## src/rtl/seq_divider_if.sv

```systemverilog
// Handshake and result bundle for the sequential divider.
// Master drives operands and start; slave returns status and results.
interface seq_divider_if #(
  parameter int WIDTH = 8
);
  logic             start;
  logic [WIDTH-1:0] dividend;
  logic [WIDTH-1:0] divisor;
  logic             busy;
  logic             done;
  logic [WIDTH-1:0] quotient;
  logic [WIDTH-1:0] remainder;
  logic             div_by_zero;

  modport master (
    output start, dividend, divisor,
    input  busy, done, quotient,
    input  remainder, div_by_zero
  );

  modport slave (
    input  start, dividend, divisor,
    output busy, done, quotient,
    output remainder, div_by_zero
  );
endinterface

```

## src/rtl/seq_divider.sv

```systemverilog
// Unsigned restoring divider, one quotient bit per clock.
// Divide-by-zero bypasses the iteration and completes in one cycle.
module seq_divider #(
  parameter int WIDTH = 8
) (
  input  logic        clk,
  input  logic        rst,
  seq_divider_if.slave bus
);
  localparam int CW = $clog2(WIDTH + 1);

  typedef enum logic [1:0] {
    IDLE,
    RUN,
    DONE
  } state_t;

  state_t           state_q, state_d;
  logic [CW-1:0]    cnt_q, cnt_d;
  logic [WIDTH-1:0] rem_q, rem_d;
  logic [WIDTH-1:0] sh_q, sh_d;
  logic [WIDTH-1:0] dvs_q, dvs_d;
  logic [WIDTH-1:0] quo_q, quo_d;
  logic [WIDTH-1:0] res_q, res_d;
  logic             dbz_q, dbz_d;

  logic             accept;
  logic             zero_div;
  logic             last;
  logic [WIDTH:0]   diff;
  logic [WIDTH-1:0] shifted;

  assign accept   = bus.start &&
                    (state_q == IDLE ||
                     state_q == DONE);
  assign zero_div = (bus.divisor == '0);
  assign last     = (cnt_q == CW'(1));

  // sh_q holds unconsumed dividend bits above,
  // accumulated quotient bits below.
  assign diff    = {rem_q, sh_q[WIDTH-1]}
                 - {1'b0, dvs_q};
  assign shifted = {rem_q[WIDTH-2:0],
                    sh_q[WIDTH-1]};

  always_ff @(posedge clk) begin
    if (rst) begin
      state_q <= IDLE;
    end else begin
      state_q <= state_d;
    end
  end

  always_comb begin
    state_d = state_q;
    unique case (state_q)
      IDLE, DONE: begin
        if (accept) begin
          state_d = zero_div ? DONE : RUN;
        end else begin
          state_d = IDLE;
        end
      end
      RUN: begin
        if (last) begin
          state_d = DONE;
        end
      end
      default: state_d = IDLE;
    endcase
  end

  always_comb begin
    bus.busy = (state_q == RUN);
    bus.done = (state_q == DONE);
  end

  always_comb begin
    cnt_d = cnt_q;
    rem_d = rem_q;
    sh_d  = sh_q;
    dvs_d = dvs_q;
    quo_d = quo_q;
    res_d = res_q;
    dbz_d = dbz_q;
    if (accept) begin
      dvs_d = bus.divisor;
      sh_d  = bus.dividend;
      rem_d = '0;
      dbz_d = 1'b0;
      if (zero_div) begin
        quo_d = '1;
        res_d = bus.dividend;
        dbz_d = 1'b1;
        cnt_d = '0;
      end else begin
        cnt_d = CW'(WIDTH);
      end
    end else if (state_q == RUN) begin
      rem_d = diff[WIDTH] ? shifted
                          : diff[WIDTH-1:0];
      sh_d  = {sh_q[WIDTH-2:0], ~diff[WIDTH]};
      cnt_d = cnt_q - CW'(1);
      if (last) begin
        quo_d = sh_d;
        res_d = rem_d;
      end
    end
  end

  always_ff @(posedge clk) begin
    if (rst) begin
      cnt_q <= '0;
      rem_q <= '0;
      sh_q  <= '0;
      dvs_q <= '0;
      quo_q <= '0;
      res_q <= '0;
      dbz_q <= 1'b0;
    end else begin
      cnt_q <= cnt_d;
      rem_q <= rem_d;
      sh_q  <= sh_d;
      dvs_q <= dvs_d;
      quo_q <= quo_d;
      res_q <= res_d;
      dbz_q <= dbz_d;
    end
  end

  assign bus.quotient    = quo_q;
  assign bus.remainder   = res_q;
  assign bus.div_by_zero = dbz_q;
endmodule

```

## src/flat_wrapper.sv

```systemverilog
// flat-port wrapper written by rule: the top's interface ports become plain ports
module seq_divider_flat 
#(
  parameter int WIDTH = 8
)
  (clk, rst, bus_start, bus_dividend, bus_divisor, bus_busy, bus_done, bus_quotient, bus_remainder, bus_div_by_zero);
  seq_divider_if #(.WIDTH(WIDTH)) bus_i ();
  input  logic clk;
  input  logic rst;
  input wire logic [$bits(bus_i.start)-1:0] bus_start;
  input wire logic [$bits(bus_i.dividend)-1:0] bus_dividend;
  input wire logic [$bits(bus_i.divisor)-1:0] bus_divisor;
  output wire logic [$bits(bus_i.busy)-1:0] bus_busy;
  output wire logic [$bits(bus_i.done)-1:0] bus_done;
  output wire logic [$bits(bus_i.quotient)-1:0] bus_quotient;
  output wire logic [$bits(bus_i.remainder)-1:0] bus_remainder;
  output wire logic [$bits(bus_i.div_by_zero)-1:0] bus_div_by_zero;
  assign bus_i.start = bus_start;
  assign bus_i.dividend = bus_dividend;
  assign bus_i.divisor = bus_divisor;
  assign bus_busy = bus_i.busy;
  assign bus_done = bus_i.done;
  assign bus_quotient = bus_i.quotient;
  assign bus_remainder = bus_i.remainder;
  assign bus_div_by_zero = bus_i.div_by_zero;
  seq_divider #(.WIDTH(WIDTH)) u_core (.clk(clk), .rst(rst), .bus(bus_i));
endmodule
```

## config.mk

```make
export PLATFORM = sky130hd
export DESIGN_NAME = seq_divider_flat
export DESIGN_NICKNAME = d
export VERILOG_FILES = /design/src/rtl/seq_divider_if.sv /design/src/rtl/seq_divider.sv /design/src/flat_wrapper.sv
export SDC_FILE = /design/constraint.sdc
export NUM_CORES = 1
export LEC_CHECK = 0
export BUFFER_PORTS_ARGS = -buffer_cell sky130_fd_sc_hd__buf_2
export CELL_PAD_IN_SITES_DETAIL_PLACEMENT = 1
export CELL_PAD_IN_SITES_GLOBAL_PLACEMENT = 2
export CORE_AREA = 2 2 76 107
export CTS_CLUSTER_DIAMETER = 60
export CTS_CLUSTER_SIZE = 20
export DETAILED_ROUTE_END_ITERATION = 10
export DIE_AREA = 0 0 78 109
export GPL_ROUTABILITY_DRIVEN = 0
export PLACE_DENSITY = 0.86
export SKIP_CTS_REPAIR_TIMING = 1
export SYNTH_ARGS = -nofsm -noshare
export SYNTH_HDL_FRONTEND = slang
export SYNTH_SLANG_ARGS = --single-unit
```

## constraint.sdc

```tcl
create_clock -name clk -period 2.55 [get_ports clk]
set_input_delay 0.3825 -clock clk [delete_from_list [all_inputs] [get_ports clk]]
set_output_delay 0.3825 -clock clk [all_outputs]
set_load 0.1 [all_outputs]
```

# After elaboration in Yosys (flattened, before gate mapping)
# Cells that the tools add are included.
word_totals:
  register_bits: 47
  in_bits: 19
  elab_cells: 44
op_classes:
  n_addsub: 2
  n_eq_ne: 5
  n_mux: 19
  bitwise: 1
  n_reduce_logical: 9
ops:
  columns: ["op", "n"]
  rows:
  - ["$mux W8", 11]
  - ["$mux W4", 3]
  - ["$sub A9 B8 Y9", 1]
  - ["$logic_not A8 Y1", 1]
  - ["$mux W2", 3]
  - ["$eq A4 B1 Y1 const B", 1]
  - ["$pmux W2 S2", 1]
  - ["$reduce_bool A2 Y1", 2]
  - ["$reduce_or A2 Y1", 2]
  - ["$sub A4 B1 Y4 const B", 1]
  - ["$reduce_and A3 Y1", 1]
  - ["$eq A2 B1 Y1 const B", 1]
  - ["$eq A2 B2 Y1 const B", 1]
  - ["$logic_not A2 Y1", 1]
  - ["$ne A2 B1 Y1 const B", 1]
  - ["$ne A2 B2 Y1 const B", 1]
  - ["$logic_and A1 B1 Y1", 1]
  - ["$logic_or A1 B1 Y1", 1]
  - ["$mux W1", 1]
  - ["$not A1 Y1", 1]

# Longest topological paths before layout
depth:
  depth_word: 5
  mapped_depth: 11

# Worst setup path before layout
# No wires, ideal clock.
synth_path:
  path_type: "register to register"
  startpoint: "register u_core.sh_q[7]"
  endpoint: "register u_core.rem_q[6]"
  setup_time_ns: 0.150
  t_arrival_ns: 2.033
  required_ns: 2.400
  path_slack_ns: 0.366
  path_stages_with_launch: 11
  synth_period_minus_slack_ns: 2.184
  cell_sequence: "dfxtp_1 -> inv_1 -> ha_1 -> inv_1 -> fa_1 -> a211oi_2 -> o211a_1 -> o211a_1 -> buf_6 -> mux2i_1 -> a211oi_2"
synth_via:
  elab_chain_cells: 2
synth_lines:
  columns: ["item", "line", "text"]
  rows:
  - ["start: declaration", "seq_divider.sv:21", "logic [WIDTH-1:0] sh_q, sh_d;"]
  - ["start signal: assignment", "seq_divider.sv:115", "sh_q <= '0;"]
  - ["start signal: assignment", "seq_divider.sv:123", "sh_q <= sh_d;"]
  - ["$sub A9 B8 Y9", "seq_divider.sv:42", "- {1'b0, dvs_q};"]
  - ["$mux W8", "seq_divider.sv:100", "rem_d = diff[WIDTH] ? shifted"]
  - ["end signal: assignment", "seq_divider.sv:122", "rem_q <= rem_d;"]
  - ["end: declaration", "seq_divider.sv:20", "logic [WIDTH-1:0] rem_q, rem_d;"]
# Every way passes these cells.
# A chain may end at the register's enable or synchronous reset.

# Final worst setup path
layout_path:
  startpoint: "register u_core.sh_q[7]"
  endpoint: "register u_core.res_q[3], in the netlist u_core.bus.remainder[3]"
layout_via:
  elab_chain_cells: 5
layout_lines:
  columns: ["item", "line", "text"]
  rows:
  - ["$sub A9 B8 Y9", "seq_divider.sv:42", null]
  - ["$mux W8", "seq_divider.sv:100", null]
  - ["$mux W8", "seq_divider.sv:104", "if (last) begin"]
  - ["$mux W8", "seq_divider.sv:99", "end else if (state_q == RUN) begin"]
  - ["$mux W8", "seq_divider.sv:86", "if (accept) begin"]
  - ["end signal: assignment", "seq_divider.sv:126", "res_q <= res_d;"]
  - ["end: declaration", "seq_divider.sv:24", "logic [WIDTH-1:0] res_q, res_d;"]
# Every way passes these cells. The select of a mux whose other input is x is not followed.

==> summary.json <==
{
  "cts_tree": "built",
  "global_route.usage.met3": 0.02897,
  "dominant_combinational_cell_family_by_area_after_synthesis": "compound AO/OA/AOI/OAI gates",
  "end_kind": "flop",
  "finalClockSkew_ps": 3.417,
  "max-clock-path-buffers": 2,
  "edff_count_synth": 0,
  "period_minus_slack_ps": 2389,
  "dp_worst_setup_slack_ps": 50.82,
  "synth-adder-area-share": 0.05964,
  "total_switching_power_mw": 0.6437,
  "ys_ff_latch": 47,
  "synthesis.yosys.warnings": 0,
  "drt_iter0_markers": 53,
  "critPathMaxFanout": 11,
  "run_status": "complete, no violations",
  "clockPowerShare": 0.278,
  "min_period_over_period": 0.9369,
  "via_count": 2334,
  "post-synth-top-area-fraction": 0.3866,
  "max_slew_margin": 0.6107,
  "synthToLayoutAreaGrowth_pct": 18.82,
  "path_class": "flop to flop",
  "synthesized_area_fraction_occupied_by_and_or_nand_nor_cells": 0.2190,
  "cts_htree_levels": 2,
  "grt_use_total": 0.1770,
  "post-route-drc-count": 0,
  "grt_start_max_net_pins": 27,
  "grt_pass1_vias": 2430,
  "synth-xor-area-share": 0.02159,
  "critical_path_arrival_ps": 2560,
  "post_route_cells_drive_above_1_share": 0.1977,
  "insertion_delay_ps": 290,
  "grt_util_met1": 0.1897,
  "seqPwrFrac": 0.418,
  "synth.top_cells.by_area": "sky130_fd_sc_hd__dfxtp_1, sky130_fd_sc_hd__nand2_1, sky130_fd_sc_hd__a21oi_1",
  "nNetsFinal": 374,
  "synth_mux_area_frac": 0.02519,
  "r2r_start": "u_core.sh_q[7]",
  "worst_setup_ep": "u_core.bus.remainder[3]",
  "worst_setup_path_start_kind": "flop",
  "synthArstFlopShare": 0,
  "reg2reg_slack_ps": 160,
  "gr-total-overflow": 0,
  "die-height_um": 109,
  "final-max-slew-violation-count": 0,
  "timing.final.setup_violations": 0,
  "timing.critical_path.from": "u_core.sh_q[7]",
  "grt.met2_usage": 0.3461,
  "synth_top_cell_by_area": "sky130_fd_sc_hd__dfxtp_1",
  "postLayoutCellArea_um2": 2892,
  "max_clock_freq_ghz": 0.4186,
  "comb_power_share": 0.304,
  "cap_viol_max_count": 0,
  "clk_pin_slew_worst_paths_ps": 90,
  "dpl_cell_area_um2": 2753,
  "std_cell_rows": 38,
  "timing.final.hold_violations": 0,
  "postSynthCellCount": 302,
  "postLayoutSetupSlackWorst_ps": 161.0,
  "design.die.area_um2": 8502,
  "worst-endpoint-required_ps": 2720,
  "avgViaCountPerCell": 5.257,
  "tightest_slew_ps": 578.6,
  "reg2reg_to": "u_core.bus.remainder[3]",
  "synth_compound_gate_area_share": 0.2288,
  "internal-power_mw": 1.293,
  "port_buffers": 37,
  "core_region_area_um2": 7607,
  "post_synth_instance_area_um2": 2434,
  "clockRootBuffer": "sky130_fd_sc_hd__clkbuf_8",
  "hold_path_class": "input pin to flop",
  "num_io_pins": 38,
  "number_of_antenna_violations_at_the_first_check_in_global_routing": 0,
  "setup_tns_ps": 0,
  "r2r_depth": 10,
  "dp.final_hpwl_um": 5429,
  "post_synth_num_cell_types": 43,
  "detail_route.wirelength_um": 7144,
  "gr-max-usage-layer": "met2",
  "antenna_violating_nets_post_route": 0,
  "dr.pass1.iters": 4,
  "power.switching_fraction": 0.3324,
  "diodes": 0,
  "synth_ff_type": "sky130_fd_sc_hd__dfxtp_1",
  "tritoncts.num_buffers": 5,
  "drt-wirelength-per-cell_um": 16.09,
  "postSynthNetCount": 332,
  "power_mw": 1.936,
  "initial_cell_density_of_the_core": 0.3199,
  "seq_area_frac_synth": 0.3866,
  "tritoncts_num_sinks": 47,
  "post_synth.cell_area_avg_um2": 8.058,
  "die_x_um": 78,
  "max-vdd-ir-drop_v": 0.0001971,
  "power_per_cell_area_nw_per_um2": 669.7,
  "leakagePower_nw": 1.169,
  "grt_pass1_wl_um": 11850
}
## cells in the mapped netlist, types with 2 or more instances
| cell | number |
|---|---|
| sky130_fd_sc_hd__a211oi_1 | 3 |
| sky130_fd_sc_hd__a211oi_2 | 2 |
| sky130_fd_sc_hd__a21o_1 | 8 |
| sky130_fd_sc_hd__a21oi_1 | 31 |
| sky130_fd_sc_hd__a22oi_1 | 9 |
| sky130_fd_sc_hd__and3_1 | 2 |
| sky130_fd_sc_hd__buf_1 | 2 |
| sky130_fd_sc_hd__buf_2 | 4 |
| sky130_fd_sc_hd__buf_4 | 2 |
| sky130_fd_sc_hd__buf_6 | 2 |
| sky130_fd_sc_hd__clkbuf_1 | 7 |
| sky130_fd_sc_hd__dfxtp_1 | 47 |
| sky130_fd_sc_hd__ha_1 | 10 |
| sky130_fd_sc_hd__inv_1 | 13 |
| sky130_fd_sc_hd__mux2i_1 | 5 |
| sky130_fd_sc_hd__nand2_1 | 43 |
| sky130_fd_sc_hd__nand2b_1 | 5 |
| sky130_fd_sc_hd__nand3_1 | 13 |
| sky130_fd_sc_hd__nor2_1 | 27 |
| sky130_fd_sc_hd__nor2b_1 | 3 |
| sky130_fd_sc_hd__nor3_1 | 15 |
| sky130_fd_sc_hd__nor3b_1 | 2 |
| sky130_fd_sc_hd__nor4_1 | 3 |
| sky130_fd_sc_hd__o2111ai_1 | 3 |
| sky130_fd_sc_hd__o211a_1 | 2 |
| sky130_fd_sc_hd__o211ai_1 | 7 |
| sky130_fd_sc_hd__o21ai_0 | 12 |
| sky130_fd_sc_hd__xnor2_1 | 2 |
| sky130_fd_sc_hd__xor2_1 | 4 |
## layout by cell type, fill, tap and decap left out, drive strengths merged, types with 3 or more instances in the layout
cell / Yosys / routed
buf: 10 / 52
dfxtp: 47 / 47
nand2: 43 / 43
a21oi: 32 / 32
nor2: 27 / 27
nor3: 15 / 15
inv: 13 / 13
nand3: 13 / 13
o21ai: 12 / 12
ha: 10 / 10
a22oi: 9 / 9
a21o: 8 / 8
o211ai: 7 / 7
clkbuf: 7 / 6
nand2b: 5 / 5
a211oi: 5 / 5
mux2i: 5 / 5
xor2: 4 / 4
nor4: 3 / 3
o2111ai: 3 / 3
nor2b: 3 / 3
## routing by layer
layer  up-vias  wire, um  share of wire
met5         -         0              0
met4         0       158          0.022
met3        12       205          0.029
met2        38      3865           0.54
met1      1145      2915           0.41
li1       1139         -              -
## through the flow
step                        util  hold slack [ps]  std cells
final                     0.3801            329.6        444
after global routing      0.3801            319.4        444
after global placement    0.3618            438.8        435
after CTS                 0.3753            323.4        442
after detailed placement  0.3618            444.6        435
after floorplan                -            436.3        302
## power groups by stage
stage	registers [mW]	clock network (mW)	logic, mW
after floorplan	0.854	0	0.378
after global placement	0.825	0	0.525
after detailed placement	0.825	0	0.539
after CTS	0.809	0.550	0.541
final	0.809	0.539	0.588
after global routing	0.816	0.581	0.642
## final cells by class
cell class / instances / area [um^2]
Clock buffer: 6 / 72.57
Inverter: 14 / 52.55
Multi-Input combinational cell: 224 / 1369
Clock inverter: 1 / 30.03
Sequential cell: 47 / 940.9
Timing Repair Buffer: 52 / 301.5
Fill cell: 949 / 4716
Tap cell: 100 / 125.1
## kinds of logic (layout without fill, tap and decap cells)
family | Yosys count | count (layout)
multiplexers | 6 | 6
XOR/XNOR | 6 | 6
AND/OR/NAND/NOR | 117 | 117
flip-flops | 47 | 47
adder cells (fa/ha/maj) | 11 | 11
buffers and inverters | 31 | 73
AO/OA/AOI/OAI | 84 | 84
## flip-flops by register name, indices dropped and copies added, names as in the netlist
register	count
u_core.bus.div_by_zero	1
u_core.bus.quotient	8
u_core.bus.remainder	8
u_core.cnt_q	4
u_core.dvs_q	8
u_core.rem_q	8
u_core.sh_q	8
u_core.state_q	2
## how the worst min path moves through the flow
| stage | from | end | slack, ps | cells past startpoint |
|---|---|---|---|---|
| after floorplan | u_core.dvs_q[1] | u_core.dvs_q[1] | 440 | 2 |
| after global placement | u_core.bus.div_by_zero | u_core.bus.div_by_zero | 440 | 2 |
| after detailed placement | u_core.bus.div_by_zero | u_core.bus.div_by_zero | 440 | 2 |
| after CTS | bus_divisor[3] | u_core.dvs_q[3] | 320 | 3 |
| after global routing | bus_divisor[1] | u_core.dvs_q[1] | 320 | 3 |
| final | bus_divisor[3] | u_core.dvs_q[3] | 330 | 3 |
## critical path: stages (launching register included)
cell                       delay, ps
sky130_fd_sc_hd__dfxtp_1         350
sky130_fd_sc_hd__inv_1            80
sky130_fd_sc_hd__ha_1            160
sky130_fd_sc_hd__inv_1            70
sky130_fd_sc_hd__fa_2            380
sky130_fd_sc_hd__a211oi_4        310
sky130_fd_sc_hd__o211a_1         220
sky130_fd_sc_hd__o211a_1         210
sky130_fd_sc_hd__buf_6           170
sky130_fd_sc_hd__mux2i_2         230
sky130_fd_sc_hd__o21ai_0         100
(Power assumes the default switching activity.)
